## src/rtl/lvds_rx_pkg.sv

```systemverilog
// Shared definitions for the LVDS receive word aligner.
//   rx_state_t      : aligner FSM state, 2-bit code exported on o_state
//   W_DEF           : default deserialized word width
//   TRAIN_WORD_DEF  : default training word sent by the far-end transmitter
//   next_slip()     : bit offset after one slip, wrapping at w-1
package lvds_rx_pkg;

   localparam int W_DEF = 10;
   localparam logic [9:0] TRAIN_WORD_DEF = 10'b1010101001;

   typedef enum logic [1:0] {
      HUNT   = 2'd0,
      WAIT   = 2'd1,
      VERIFY = 2'd2,
      LOCKED = 2'd3
   } rx_state_t;

   function automatic logic [3:0] next_slip(input logic [3:0] pos, input int unsigned w);
      return (pos == 4'(w - 1)) ? 4'd0 : pos + 4'd1;
   endfunction

endpackage

```

## src/rtl/lvds_bit_window.sv

```systemverilog
// Combinational bit-offset window over two consecutive deserializer words.
//   rx_word   in  W  current word (upper half of the window)
//   prev_word in  W  previous valid word (lower half of the window)
//   slip_pos  in  4  bit offset into the window, 0..W-1
//   aligned   out W  window bits [slip_pos +: W]
module lvds_bit_window
   import lvds_rx_pkg::*;
#(
   parameter int W = W_DEF
) (
   input  logic [W-1:0] rx_word,
   input  logic [W-1:0] prev_word,
   input  logic [3:0]   slip_pos,
   output logic [W-1:0] aligned
);

   localparam int IDX_W = $clog2(2 * W);

   logic [2*W-1:0]   cat;
   logic [IDX_W-1:0] idx;

   assign cat     = {rx_word, prev_word};
   assign idx     = IDX_W'(slip_pos);
   assign aligned = cat[idx +: W];

endmodule

```

## src/rtl/lvds_rx_word_aligner.sv

```systemverilog
// LVDS receive word aligner: bit-slips the deserializer output until the
// training word is seen LOCK_CNT times in a row, then forwards aligned words,
// counts word errors and re-hunts after UNLOCK_CNT consecutive misses.
// All state advances only on cycles with i_rx_valid.
//   i_clk_serdes in  1      parallel-word clock
//   i_rstn       in  1      asynchronous active-low reset
//   i_rx_word    in  W      deserializer word
//   i_rx_valid   in  1      i_rx_word qualifier
//   i_clear_err  in  1      zeroes o_err_cnt (a coincident locked miss leaves 1)
//   o_word       out W      aligned word, 1 cycle after each valid word
//   o_word_valid out 1      pulse after each valid word evaluated in LOCKED
//   o_locked     out 1      alignment locked
//   o_slip_pos   out 4      current bit offset
//   o_err_cnt    out ERR_W  saturating mismatch count while locked
//   o_state      out 2      FSM state code
//
// state  | meaning
// HUNT   | compare aligned word against TRAIN_WORD, slip on a miss
// WAIT   | discard SLIP_WAIT valid words after a slip
// VERIFY | count consecutive matches up to LOCK_CNT
// LOCKED | forward words, count misses, re-hunt after UNLOCK_CNT in a row
module lvds_rx_word_aligner
   import lvds_rx_pkg::*;
#(
   parameter int          W          = W_DEF,
   parameter logic [W-1:0] TRAIN_WORD = TRAIN_WORD_DEF,
   parameter int          LOCK_CNT   = 8,
   parameter int          UNLOCK_CNT = 4,
   parameter int          SLIP_WAIT  = 2,
   parameter int          ERR_W      = 16
) (
   input  logic             i_clk_serdes,
   input  logic             i_rstn,
   input  logic [W-1:0]     i_rx_word,
   input  logic             i_rx_valid,
   input  logic             i_clear_err,
   output logic [W-1:0]     o_word,
   output logic             o_word_valid,
   output logic             o_locked,
   output logic [3:0]       o_slip_pos,
   output logic [ERR_W-1:0] o_err_cnt,
   output logic [1:0]       o_state
);

   localparam int MATCH_W = $clog2(LOCK_CNT + 1);
   localparam int MISS_W  = $clog2(UNLOCK_CNT + 1);
   localparam int WAIT_W  = $clog2(SLIP_WAIT + 1);

   rx_state_t          state, state_next;
   logic [W-1:0]       prev_word;
   logic [W-1:0]       aligned;
   logic               is_match;
   logic [3:0]         slip_pos, slip_next;
   logic [WAIT_W-1:0]  wait_cnt, wait_next;
   logic [MATCH_W-1:0] match_cnt, match_next;
   logic [MISS_W-1:0]  miss_cnt, miss_next;
   logic               err_hit;
   logic               word_valid_next;
   logic               locked_next;
   logic [ERR_W-1:0]   err_next;

   lvds_bit_window #(.W(W)) u_window (
      .rx_word   (i_rx_word),
      .prev_word (prev_word),
      .slip_pos  (slip_pos),
      .aligned   (aligned)
   );

   assign is_match = (aligned == TRAIN_WORD);

   always_ff @(posedge i_clk_serdes or negedge i_rstn) begin
      if (!i_rstn) begin
         state <= HUNT;
      end else begin
         state <= state_next;
      end
   end

   always_comb begin
      state_next = state;
      slip_next  = slip_pos;
      wait_next  = wait_cnt;
      match_next = match_cnt;
      miss_next  = miss_cnt;
      err_hit    = 1'b0;
      if (i_rx_valid) begin
         case (state)
            HUNT: begin
               if (is_match) begin
                  match_next = MATCH_W'(1);
                  miss_next  = '0;
                  state_next = (LOCK_CNT == 1) ? LOCKED : VERIFY;
               end else begin
                  slip_next  = next_slip(slip_pos, W);
                  wait_next  = WAIT_W'(SLIP_WAIT);
                  state_next = WAIT;
               end
            end
            WAIT: begin
               wait_next = wait_cnt - WAIT_W'(1);
               if (wait_cnt == WAIT_W'(1)) begin
                  state_next = HUNT;
               end
            end
            VERIFY: begin
               if (is_match) begin
                  match_next = match_cnt + MATCH_W'(1);
                  if (match_cnt == MATCH_W'(LOCK_CNT - 1)) begin
                     miss_next  = '0;
                     state_next = LOCKED;
                  end
               end else begin
                  match_next = '0;
                  slip_next  = next_slip(slip_pos, W);
                  wait_next  = WAIT_W'(SLIP_WAIT);
                  state_next = WAIT;
               end
            end
            LOCKED: begin
               if (is_match) begin
                  miss_next = '0;
               end else begin
                  err_hit   = 1'b1;
                  miss_next = miss_cnt + MISS_W'(1);
                  // Lock loss keeps the current offset so the re-hunt starts where it was.
                  if (miss_cnt == MISS_W'(UNLOCK_CNT - 1)) begin
                     miss_next  = '0;
                     match_next = '0;
                     state_next = HUNT;
                  end
               end
            end
            default: state_next = HUNT;
         endcase
      end
   end

   always_comb begin
      word_valid_next = i_rx_valid && (state == LOCKED);
      locked_next     = (state_next == LOCKED);
      err_next        = o_err_cnt;
      if (i_clear_err) begin
         err_next = ERR_W'(err_hit);
      end else if (err_hit && (o_err_cnt != '1)) begin
         err_next = o_err_cnt + ERR_W'(1);
      end
   end

   always_ff @(posedge i_clk_serdes or negedge i_rstn) begin
      if (!i_rstn) begin
         prev_word    <= '0;
         slip_pos     <= '0;
         wait_cnt     <= '0;
         match_cnt    <= '0;
         miss_cnt     <= '0;
         o_word       <= '0;
         o_word_valid <= 1'b0;
         o_locked     <= 1'b0;
         o_err_cnt    <= '0;
      end else begin
         slip_pos     <= slip_next;
         wait_cnt     <= wait_next;
         match_cnt    <= match_next;
         miss_cnt     <= miss_next;
         o_word_valid <= word_valid_next;
         o_locked     <= locked_next;
         o_err_cnt    <= err_next;
         if (i_rx_valid) begin
            prev_word <= i_rx_word;
            o_word    <= aligned;
         end
      end
   end

   assign o_slip_pos = slip_pos;
   assign o_state    = state;

endmodule
```

## config.mk

```make
export PLATFORM = sky130hd
export DESIGN_NAME = lvds_rx_word_aligner
export DESIGN_NICKNAME = d
export VERILOG_FILES = /design/src/rtl/lvds_rx_pkg.sv /design/src/rtl/lvds_bit_window.sv /design/src/rtl/lvds_rx_word_aligner.sv
export SDC_FILE = /design/constraint.sdc
export NUM_CORES = 1
export LEC_CHECK = 0
export CORE_ASPECT_RATIO = 0.7
export CORE_UTILIZATION = 40
export CTS_CLUSTER_DIAMETER = 50
export DETAILED_ROUTE_END_ITERATION = 8
export HOLD_SLACK_MARGIN = 0.08
export PLACE_DENSITY = 0.71
export SLEW_MARGIN = 20
export SYNTH_ARGS = -nofsm -noshare
export SYNTH_HDL_FRONTEND = slang
export SYNTH_SLANG_ARGS = --single-unit
export TNS_END_PERCENT = 20
```

## constraint.sdc

```tcl
create_clock -name i_clk_serdes -period 3.4 [get_ports i_clk_serdes]
set_input_delay 0.34 -clock i_clk_serdes [delete_from_list [all_inputs] [get_ports i_clk_serdes]]
set_output_delay 0.34 -clock i_clk_serdes [all_outputs]
set_load 0.02 [all_outputs]
```

==> run_results.csv <==
group,metric,value,unit
drt,vias,3055,
worst_setup_path,reg2reg_from,"o_slip_pos[1]",
synthesis,netlist_instances,349,
cts,clk_pin_slew,0.07,ns
synthesis,ys_types,66,
finish,most-common-layout-cells,"53 x dfrtp_1, 46 x clkdlybuf4s50_1, 26 x a21oi_1",
sta,tightest_slew,0.976,ns
sta,finalHoldViolCount,0,
sta,tns,0,ns
worst_setup_path,cp-start-kind,"flip-flop",
cts,clock-sinks,53,
pwr,p_int,1.86,mW
pwr,power.density,754,mW/mm2
pwr,p_leak,1.64,nW
die,core,0.00844,mm2
worst_setup_path,worstPathArrival,3.17,ns
worst_setup_path,reg2reg_depth,9,
synthesis,ys_seq_area_frac,0.380,
pwr,vdd_ir_drop_max,0.400,mV
finish,area.growth.synth_to_final,22.4,%
synthesis,synth-seq-cells,53,
status,outcome,"complete, no violations",
worst_setup_path,cp_max_fo,37,
pwr,clockPowerShare,0.157,
synthesis,synthXorXnorAreaFrac,0.00501,
sta,period_needed,3.02,ns
pwr,power.share.combinational,0.543,
drt,dr.pass1.iters,5,
grt,gr-usage-met1,0.329,
drt,routed_wl,9250,um
finish,fin_util,0.507,
finish,final_common_cell,"dfrtp_1",
placed_design,post_dp_cell_area,0.00413,mm2
cts,hold_buffers,0,
grt,grt_use_total,0.214,
pwr,power_switching_share,0.422,
placed_design,dp_hpwl,6630,um
grt,use_met2,0.299,
pwr,p_seq_frac,0.300,
grt,met3_usage,0.0491,
synthesis,synth_nets,367,
finish,drive_gt1_frac,0.166,
cts,post-cts-setup-buffer-count,0,
synthesis,synth_fa_ha_area_frac,0.0143,
placed_design,pre_cts_ws,0.127,ns
synthesis,synth_compound_area_frac,0.182,
placed_design,place.gp.congestion,0.871,
synthesis,yosysWarningCount,0,
synthesis,synth_top_area_share,0.380,
worst_setup_path,critPathMaxStageDelay,0.59,ns
cts,clk_latency,0.29,ns
placed_design,dp.cells,510,
worst_setup_path,rrSetupSlack,0.38,ns
sta,fin_ws,0.382,ns
cts,root_buffer,"clkbuf_16",
die,initial_core_util,0.414,
synthesis,ys_async_sr_fraction,1.00,
drt,wire_per_inst,17.9,um
synthesis,synthMuxAreaShare,0.186,
synthesis,synth_top_family_by_area,"multiplexers",
cts,tritoncts,"yes",
synthesis,synthSimpleGateAreaFrac,0.173,
job,drv_cap,0,
worst_setup_path,cp_top_family,"multiplexers",
finish,stdcell_count,518,
grt,grt_pass1_wl,15200,um
grt,antenna_found_initial,0,
sta,min_period_over_period,0.888,
grt,grt_pass1_vias,2890,
grt,grt_max_degree,42,
synthesis,ys_dominant_reg_cell,"dfrtp_1",
die,die_area,0.00912,mm2
worst_hold_path,min_path_type,"in -> async",
synthesis,synth.avg_cell_area,10.0,um2
sta,fmax,331,MHz
worst_setup_path,cpMaxStageDelayCell,"o31ai_2",
drt,drt_first_iter_violations,304,
drt,remaining_drc_errors,0,
sta,clock-skew-final,0.00868,ns
drt,ant_nets,0,
sta,slew_violations,0,
sta,relSlewSlack,0.349,
grt,grt.overflow.total,0,
synthesis,syn_area,0.00349,mm2
worst_setup_path,crit_type,"reg -> reg",
sta,hold_ws,0.201,ns
worst_setup_path,r2r_end,"o_err_cnt[6]",
finish,final_area,0.00428,mm2
synthesis,ys_top_cells_by_area,"dfrtp_1 38%, mux4_2 7.7%, mux2_2 5.2%",
die,fp-row-count,28,
finish,num-nets-final,415,
cts,clockBufferDepth,2,
sta,rsz0062_at_grt,"false",
die,fp.dieH,80.2,um
cts,h-tree-depth,2,
finish,antennaDiodeCount,0,
synthesis,yosysTopAreaCell,"dfrtp_1",
worst_setup_path,path_cells,"buf_12 > mux4_2 > mux2_2 > nor4_4 > o21ai_4 > o31ai_2 > buf_4 > or4b_1 > a21oi_1",
pwr,netSwitchingPower,1.36,mW
grt,busiest_layer,"met1",
die,io_pins,48,
die,dieWidth,114,um
cts,cts-resized-gates,0,
drt,viasPerCell,5.90,
cts,cts_buffers,5,
synthesis,synth_edf_count,0,
worst_setup_path,cp.required,3.55,ns
worst_setup_path,crit_buf_inv,2,
worst_setup_path,setup.worst_path.end_class,"flip-flop",
pwr,p_total,3.23,mW
placed_design,numPortBuffers,47,
sta,finalSetupViolCount,0,
==> cell families (layout without fill, tap and decap cells) <==
logic type,after synthesis,count (layout)
AOI/OAI and AO/OA,92,92
xor gates and xnor gates,2,2
and+or+nand+nor,106,106
buffers and inverters,45,94
muxes,47,47
DFF,53,53
adders and majority gates,4,4
==> worst reg2reg max path, stage by stage, from the launching register on <==
cell     delay (ns)
dfrtp_1        0.38
buf_12         0.22
mux4_2         0.55
mux2_2         0.33
nor4_4         0.28
o21ai_4        0.10
o31ai_2        0.59
buf_4          0.26
or4b_1         0.11
a21oi_1        0.06
==> synth_stat cells (3+ instances only) <==
master / number
ha_1: 4
or3_1: 7
inv_1: 19
or4_1: 9
o21ai_0: 15
buf_6: 3
nor2b_1: 8
mux2i_1: 16
and2_1: 5
o21ai_1: 3
mux4_2: 12
and3_1: 3
buf_2: 6
a211oi_1: 3
dfrtp_1: 53
o31ai_1: 10
clkbuf_1: 11
buf_1: 3
nand3_1: 11
mux2_2: 16
o22ai_1: 3
a21oi_1: 26
nand2_1: 13
o31a_1: 3
nor2_1: 25
o211ai_1: 3
nand4_1: 5
nor3_1: 5
==> routing by layer <==
| metal | wire [um] | vias up |
|---|---|---|
| met2 | 3890 | 105 |
| met4 | 54 | 0 |
| met1 | 4700 | 1529 |
| li1 | - | 1414 |
| met3 | 601 | 7 |
| met5 | 0 | - |
==> worst max path at each step <==
stage,from,endpoint,slack (ns),cells after the start
2_1_floorplan,o_slip_pos[3],o_err_cnt[7],0.60,9
3_3_place_gp,i_rx_word[5],o_slip_pos[1],0.15,8
3_5_place_dp,i_rx_word[3],o_err_cnt[15],0.13,10
4_1_cts,o_slip_pos[1],o_err_cnt[6],0.39,9
5_1_grt,o_slip_pos[1],o_err_cnt[8],0.20,9
6_report,o_slip_pos[1],o_err_cnt[6],0.38,9
==> power by group through the flow <==
stage,sequential [mW],combinational (mW),clock [mW]
3_5_place_dp,0.977,1.73,0
2_1_floorplan,1.03,1.10,0
3_3_place_gp,0.971,1.70,0
4_1_cts,0.966,1.74,0.514
5_1_grt,0.993,1.90,0.544
6_report,0.968,1.75,0.505
==> state kept, by name (all words and copies together), names as in the netlist <==
| signal | count |
|---|---|
| prev_word | 10 |
| o_slip_pos | 4 |
| o_state | 2 |
| o_locked | 1 |
| o_word_valid | 1 |
| miss_cnt | 3 |
| match_cnt | 4 |
| o_word | 10 |
| o_err_cnt | 16 |
| wait_cnt | 2 |
==> cell type report <==
cell class / count / area [um2]
clock inverters: 2 / 15.0
clock buffers: 6 / 129
multi-input cells: 251 / 1960
repair buffers: 66 / 621
well taps: 120 / 150
inverters: 20 / 75.1
flip-flops and latches: 53 / 1330
fillers: 773 / 4170
(Power assumes the default switching activity.)
